## config.mk

```make
export PLATFORM = sky130hd
export DESIGN_NAME = limber_gnrl_fifo_wr_arb
export DESIGN_NICKNAME = d
export VERILOG_FILES = /design/src/rtl/limber_gnrl_fifo_wr_arb_pkg.sv /design/src/rtl/limber_gnrl_rr_pick.sv /design/src/rtl/limber_gnrl_fifo_wr_arb.sv
export SDC_FILE = /design/constraint.sdc
export NUM_CORES = 1
export LEC_CHECK = 0
export CORE_MARGIN = 8
export CORE_UTILIZATION = 30
export CTS_CLUSTER_DIAMETER = 80
export DETAILED_ROUTE_END_ITERATION = 12
export GPL_ROUTABILITY_DRIVEN = 0
export PLACE_DENSITY_LB_ADDON = 0.15
export SYNTH_ARGS = -nofsm -noshare
export SYNTH_HDL_FRONTEND = slang
export SYNTH_SLANG_ARGS = --single-unit
```

## constraint.sdc

```tcl
create_clock -name clk -period 2.2 [get_ports clk]
set_clock_uncertainty 0.15 [all_clocks]
set_input_delay 0.66 -clock clk [delete_from_list [all_inputs] [get_ports clk]]
set_output_delay 0.66 -clock clk [all_outputs]
set_load 0.02 [all_outputs]
```

## src/rtl/limber_gnrl_fifo_wr_arb_pkg.sv

```systemverilog
`default_nettype none
// ============================================================================
// Module   : limber_gnrl_fifo_wr_arb_pkg
// Brief    : Shared helpers for the FIFO write-port arbiter family.
// Revision : 1.0 - initial release
// ============================================================================
package limber_gnrl_fifo_wr_arb_pkg;

  // Next round-robin position after idx, wrapping at n.
  function automatic int rr_inc(input int idx, input int n);
    return (idx + 1 >= n) ? 0 : idx + 1;
  endfunction

endpackage
`default_nettype wire

```

## src/rtl/limber_gnrl_rr_pick.sv

```systemverilog
`default_nettype none
// ============================================================================
// Module   : limber_gnrl_rr_pick
// Brief    : Combinational round-robin picker. Chooses the first set request
//            at or above ptr (modulo N); outputs one-hot grant and its index.
// Revision : 1.0 - initial release
// ============================================================================
module limber_gnrl_rr_pick #(
  parameter int N  = 4,
  parameter int IW = $clog2(N)
) (
  input  logic [N-1:0]  req,
  input  logic [IW-1:0] ptr,
  output logic [N-1:0]  gnt,
  output logic [IW-1:0] idx
);

  // Rotate requests so that ptr lands at bit 0, find the lowest set bit,
  // then rotate the one-hot result back into place.
  logic [2*N-1:0] dbl_req;
  logic [N-1:0]   rot;
  logic [N-1:0]   hit;
  logic [2*N-1:0] dbl_hit;
  logic [IW-1:0]  enc [N+1];

  assign dbl_req = {req, req};
  assign rot     = N'(dbl_req >> ptr);

  generate
    for (genvar j = 0; j < N; j++) begin : g_first
      if (j == 0) begin : g_lsb
        assign hit[j] = rot[j];
      end else begin : g_upper
        assign hit[j] = rot[j] & ~(|rot[j-1:0]);
      end
    end
  endgenerate

  assign dbl_hit = {hit, hit};
  assign gnt     = N'((dbl_hit << ptr) >> N);

  // One-hot to binary: OR together the index of whichever bit is set.
  assign enc[0] = '0;
  generate
    for (genvar i = 0; i < N; i++) begin : g_enc
      assign enc[i+1] = enc[i] | (gnt[i] ? IW'(i) : '0);
    end
  endgenerate
  assign idx = enc[N];

endmodule
`default_nettype wire

```

## src/rtl/limber_gnrl_fifo_wr_arb.sv

```systemverilog
`default_nettype none
// ============================================================================
// Module   : limber_gnrl_fifo_wr_arb
// Brief    : Round-robin arbiter sharing one async-FIFO write port among N
//            requesters. Grants bounded bursts, tags each word with the
//            requester ID and honours the FIFO full flag.
// Revision : 1.0 - initial release
// ============================================================================
module limber_gnrl_fifo_wr_arb
  import limber_gnrl_fifo_wr_arb_pkg::*;
#(
  parameter int N        = 4,
  parameter int DW       = 8,
  parameter int IW       = $clog2(N),
  parameter int MAXBURST = 4,
  parameter int CW       = 3
) (
  input  logic              clk,
  input  logic              rst,
  input  logic [N-1:0]      req_valid,
  input  logic [N*DW-1:0]   req_data,
  input  logic [N-1:0]      req_last,
  output logic [N-1:0]      req_ready,
  input  logic              fifo_full,
  output logic [IW+DW-1:0]  fifo_din,
  output logic              fifo_wen,
  output logic [N-1:0]      gnt,
  output logic              busy
);

  localparam logic ST_IDLE  = 1'b0;
  localparam logic ST_BURST = 1'b1;

  logic          state_q;
  logic [N-1:0]  gnt_q;
  logic [IW-1:0] idx_q;
  logic [IW-1:0] ptr_q;
  logic [CW-1:0] beat_q;

  logic [N-1:0]  pick_gnt;
  logic [IW-1:0] pick_idx;
  logic [IW-1:0] ptr_d;
  logic [DW-1:0] data_arr [N];

  logic in_burst;
  logic cur_valid;
  logic cur_last;
  logic fire;
  logic beat_end;
  logic release_burst;

  limber_gnrl_rr_pick #(
    .N  (N),
    .IW (IW)
  ) u_pick (
    .req (req_valid),
    .ptr (ptr_q),
    .gnt (pick_gnt),
    .idx (pick_idx)
  );

  generate
    for (genvar i = 0; i < N; i++) begin : g_unpack
      assign data_arr[i] = req_data[i*DW +: DW];
    end
  endgenerate

  assign in_burst  = (state_q == ST_BURST);
  assign cur_valid = req_valid[idx_q];
  assign cur_last  = req_last[idx_q];
  assign fire      = in_burst & cur_valid & ~fifo_full;
  assign beat_end  = (beat_q == CW'(MAXBURST - 1));
  // A burst ends on its last or MAXBURST-th beat, or at once if the owner
  // withdraws valid; a full FIFO alone never ends it.
  assign release_burst = in_burst & (~cur_valid | (fire & (cur_last | beat_end)));
  assign ptr_d     = IW'(rr_inc(int'(idx_q), N));

  // Arbitration FSM: grant in IDLE, count beats and release in BURST.
  always_ff @(posedge clk) begin
    if (rst) begin
      state_q <= ST_IDLE;
      gnt_q   <= '0;
      idx_q   <= '0;
      ptr_q   <= '0;
      beat_q  <= '0;
    end else begin
      case (state_q)
        ST_IDLE: begin
          if (|req_valid) begin
            state_q <= ST_BURST;
            gnt_q   <= pick_gnt;
            idx_q   <= pick_idx;
            beat_q  <= '0;
          end
        end
        ST_BURST: begin
          if (release_burst) begin
            state_q <= ST_IDLE;
            gnt_q   <= '0;
            beat_q  <= '0;
            ptr_q   <= ptr_d;
          end else if (fire) begin
            beat_q  <= beat_q + 1'b1;
          end
        end
        default: state_q <= ST_IDLE;
      endcase
    end
  end

  // Write-side outputs are combinational and held at zero during reset.
  assign busy      = in_burst;
  assign gnt       = gnt_q;
  assign fifo_wen  = ~rst & fire;
  assign req_ready = (~rst & in_burst & ~fifo_full) ? gnt_q : '0;
  assign fifo_din  = (~rst & in_burst) ? {idx_q, data_arr[idx_q]} : '0;

endmodule
`default_nettype wire

```

**Word-level counts from Yosys, hierarchy flattened**

Index checks and enable logic that the tools add are counted.

- Mux-type cells: 23
- Eq/ne operators: 4
- Order comparisons: 3
- Reduce and logical (&&, ||, !) cells: 7
- Shift-type cells: 2
- Add/subtract/negate cells: 2
- Bitwise operators: 22

Operator list:

| cell | count |
|---|---|
| binary-select mux 8 bit (select 2 bit) | 1 |
| two-way mux 8 bit | 2 |
| two-way mux 4 bit | 3 |
| AND 1 bit | 10 |
| two-way mux 10 bit | 1 |
| two-way mux 3 bit | 3 |
| one-hot mux 4 bit (2 select lines) | 1 |
| AND reduction 2 bit | 4 |
| << shifter 8 x 2 -> 8 bit | 1 |
| >> shifter 8 x 2 -> 4 bit | 1 |
| inverter 1 bit | 7 |
| greater-or-equal comparator 3 bit, second input constant | 2 |
| two-way mux 2 bit | 3 |
| one-hot mux 3 bit (2 select lines) | 1 |
| two-way mux 1 bit | 5 |
| binary-select mux 1 bit (select 2 bit) | 2 |
| OR reduction 4 bit | 1 |
| adder 2 x 1 -> 3 bit, second input constant | 1 |
| adder 3 x 1 -> 3 bit, second input constant | 1 |
| == test 3 x 2 -> 1 bit, second input constant | 1 |
| less-than comparator 2 x 3 -> 1 bit, second input constant | 1 |
| inequality test 3 x 1 -> 1 bit, second input constant | 1 |
| inverter 2 -> 3 bit | 1 |
| OR reduction 3 bit | 1 |
| 7 further kinds | 8 |

- Flip-flop bits (word level): 12
- Input bits: 43

**Logic depth before layout (Yosys ltp)**

- Depth after elaboration: 9
- Mapped depth: 6
- Depth with buffers taken out: 6

**Hierarchy**

From an unflattened synthesis, not the netlist that was laid out.

- Cells, all modules: 119
- Area total of the unflattened synthesis: 1102.3 um^2

By module, submodules not included:

| module | area an instance (um^2) | times used | cells each |
|---|---|---|---|
| limber_gnrl_fifo_wr_arb | 918.4 | 1 | 89 |
| limber_gnrl_rr_pick | 183.9 | 1 | 30 |

**Worst setup path before layout**

OpenSTA, ideal clock, no wires.

- Path kind: input -> output
- Start: input port rst
- End: output port req_ready[0]
- Cell stages on the path: 4
- Path buffers: 1
- Path slack: -0.124 ns
- Arrival: 1.514 ns
- Cell sequence: clkbuf_1 > inv_1 > nand2_1 > nor3_1

- Cells in the longest elaborated chain, start to end: 4

Ends and longest elaborated chain:

| item | line | text |
|---|---|---|
| start: declaration | limber_gnrl_fifo_wr_arb.sv:19 | `input logic rst,` |
| inverter 1 bit | limber_gnrl_fifo_wr_arb.sv:115 | `assign req_ready = (~rst & in_burst & ~fifo_full) ? gnt_q : '0;` |
| AND 1 bit (2 in a row) | limber_gnrl_fifo_wr_arb.sv:115 |  |
| two-way mux 4 bit | limber_gnrl_fifo_wr_arb.sv:115 |  |
| end: declaration | limber_gnrl_fifo_wr_arb.sv:23 | `output logic [N-1:0] req_ready,` |

Every way passes these cells.

**Worst setup path in the final report**

- Start: input port req_data[21]
- End: output port fifo_din[5]

- Cells in the longest elaborated chain, start to end: 4

Ends and longest elaborated chain:

| item | line | text |
|---|---|---|
| start: declaration | limber_gnrl_fifo_wr_arb.sv:21 | `input logic [N*DW-1:0] req_data,` |
| binary-select mux 8 bit (select 2 bit) | limber_gnrl_fifo_wr_arb.sv:116 | `assign fifo_din = (~rst & in_burst) ? {idx_q, data_arr[idx_q]} : '0;` |
| two-way mux 8 bit (not written as such) (2 in a row) | limber_gnrl_fifo_wr_arb.sv:116 |  |
| two-way mux 10 bit | limber_gnrl_fifo_wr_arb.sv:116 |  |
| end: declaration | limber_gnrl_fifo_wr_arb.sv:25 | `output logic [IW+DW-1:0] fifo_din,` |

Every way passes these cells. The select of a mux whose other input is x is not followed.

==> reports/metrics.yaml <==
worst_setup_path:
  r2r-end: "gnt[1]"
  crit_type: "input port to primary output"
  worst_setup_path_end_kind: "primary output"
  reg2reg_depth: 7
  critPathLaunchType: "input port"
  r2r_slack_ns: 0.20
  worstPathArrival_ns: 1.56
  path_max_fanout: 1
  crit_required_ns: 1.39
  reg2reg_from: "idx_q[1]"
cells_and_area:
  syn_to_final_growth_pct: 77.9
  drive_above_1_share: 0.462
  nets: 245
  stdcell_count: 243
  diodes: 0
sta:
  fmax_mhz: 423
  relSlewSlack: 0.743
  fin_crit_ns: 2.37
  setup_ws_ns: -0.166
  period_share: 1.08
  rsz0062_at_grt: "yes"
  hold_viol_final: 0
  worst_pin_slew_ns: 0.386
  setup_violations: 9
  slew_viol_final: 0
yosys:
  yosys_most_used_dff: "dfxtp_1"
  ys_warn_count: 0
  ys_seq_elements: 12
  ys_types: 40
  synth_edf_count: 0
  syn-num-nets: 160
  netlist_area_sq_um: 1050
  async_flop_share: 0
  yosysSeqAreaShare: 0.228
  synth_cells: 114
  synth.avg_cell_area_sq_um: 9.25
global_routing:
  gr-total-overflow: 0
  grt_max_degree: 11
  grtUsageTotal: 0.133
  grt_pass1_vias: 1242
  antenna_found_initial: 0
  grt_pass1_wl_um: 5890
job:
  drv_cap: 0
worst_hold_path:
  min_from: "beat_q[1]"
  min_path_cells: 1
  hold_path_class: "register to register"
  min_to: "beat_q[1]"
drt:
  vias_per_cell: 4.96
  wl_met2_um: 1730
  wl_um: 3700
  first_iter_violations: 42
  wire_per_inst_um: 15.2
  wl_met3_um: 336
  top_layer: "met4"
  dr.pass1.iters: 4
  drc: 0
  antenna_left: 0
  num_vias: 1206
  wl_met1_um: 1620
power:
  ir_drop_v: 0.000320
  internal_power_w: 0.000551
  switching_share: 0.323
  powerDensity_nw_per_um2: 434
  clockPowerShare: 0.157
  total_power_w: 0.000814
  pwr-share-seq: 0.316
  p_sw_w: 0.000263
  power.leakage_nw: 0.809
  p_comb_frac: 0.527
clock_network:
  cts_tree: "built"
  cts_root_buf: "clkbuf_4"
  clock_latency_ns: 0.26
  clockBufferDepth: 2
  cts_sinks: 12
  h-tree-depth: 1
  clkTransAtPathRegs_ns: 0.07
  numCtsBuffers: 3
floorplanning:
  core_area_sq_um: 3360
  row_count: 21
  start_util: 0.314
  dieArea_sq_um: 5670
  dieWidth_um: 75.3
  fp.dieH_um: 75.3
  top_level_ports: 63
run_status:
  status: "finished, violations left"
  violations: "negative setup slack"
placed_design:
  port_buffers: 62
  place_inst: 237
  hpwlAfterDp_um: 3070
==> sequential cells by signal (all words and copies together) (netlist names) <==
signal,count
ptr_q,2
gnt,4
beat_q,3
busy,1
idx_q,2
==> power groups by stage <==
stage	clock network (W)	logic, W	registers, W
floorplan	0	0.000206	0.000267
global route	0.000148	0.000468	0.000260
detailed placement	0	0.000422	0.000260
global placement	0	0.000416	0.000260
CTS	0.000135	0.000430	0.000256
finish	0.000128	0.000429	0.000257
==> routing by layer <==
layer	vias to the layer above	track usage
met4	0	0.0128
li1	599	-
met5	-	0
met3	2	0.0474
met1	556	0.159
met2	49	0.230
==> repair_timing <==
item	CTS	global route
pin swaps	11	2
hold buffers	0	0
resized for setup	200	2
gates cloned	0	0
buffers inserted	2	1
endpoints found under the setup margin	22	14
==> how the worst max path moves through the flow <==
stage	startpoint	endpoint	slack [ns]	depth (start not counted)
after CTS	idx_q[0]	fifo_wen	-0.19	4
after floorplan	rst	req_ready[0]	-0.12	4
after global routing	idx_q[0]	fifo_wen	-0.22	4
after detailed placement	req_valid[3]	fifo_wen	-0.96	4
after global placement	req_valid[2]	fifo_wen	-0.93	4
final	req_data[21]	fifo_din[5]	-0.17	4
==> critical path, stage by stage <==
cell and delay [ns]:
clkdlybuf4s15_1 0.16, mux4_2 0.45, and2_4 0.15, buf_6 0.12
==> Yosys cell counts, types with 2 or more instances <==
library cell	instances	area, sq um
a21oi_1	7	35.0
nor2_1	6	22.5
ha_1	3	37.5
o2111ai_1	2	17.5
dfxtp_1	12	240
o22ai_1	3	18.8
mux4_2	9	203
or2_2	2	12.5
mux2i_1	3	30.0
a22o_1	2	17.5
nor3_1	4	20.0
inv_1	7	26.3
nand2b_1	2	12.5
buf_2	2	10.0
nor2b_1	3	18.8
clkbuf_1	3	11.3
and2_1	12	75.1
o41ai_1	2	17.5
nand3_1	4	20.0
o31ai_1	2	15.0
nand2_1	5	18.8
==> logic make-up after synthesis <==
family,share of synthesized area
and+or+nand+nor,0.253
AOI/OAI and AO/OA,0.176
buffers and inverters,0.0629
muxes,0.246
DFF,0.228
adders and majority gates,0.0356
==> layout by cell type, fill, tap and decap left out, types with 2 or more instances in the layout <==
master,instances
o41ai_1,2
nand2b_1,2
nand3_1,4
and2_1,3
o2111ai_1,2
clkdlybuf4s50_1,9
dfxtp_1,11
ha_1,3
clkdlybuf4s15_1,20
nor3_1,3
nand2_1,5
mux2i_1,3
a22o_1,2
buf_4,25
o31ai_1,2
clkbuf_4,3
nor2b_1,3
buf_6,14
inv_1,7
nor2_1,6
and2_4,10
or2_2,2
buf_2,17
a21oi_1,7
o22ai_1,3
mux4_2,9
==> area by class of cell <==
cell class / count / area (sq um)
inverters: 7 / 26.3
clock buffers: 3 / 22.5
flip-flops and latches: 12 / 244
multi-input cells: 88 / 781
well taps: 46 / 57.6
repair buffers: 87 / 746
fillers: 336 / 1490
==> stage by stage <==
step	cell area, sq um	TNS (ns)	setup slack [ns]	hold WS [ns]	utilization
final	1880	-1.38	-0.166	0.356	0.558
after global routing	1880	-1.79	-0.217	0.371	0.558
after CTS	1870	-1.39	-0.185	0.354	0.557
after detailed placement	1860	-15.37	-0.957	0.334	0.552
after global placement	1860	-15.01	-0.929	0.313	0.552
after floorplan	1070	-0.374	-0.124	0.299	-
Power figures use the tool's default switching activity.
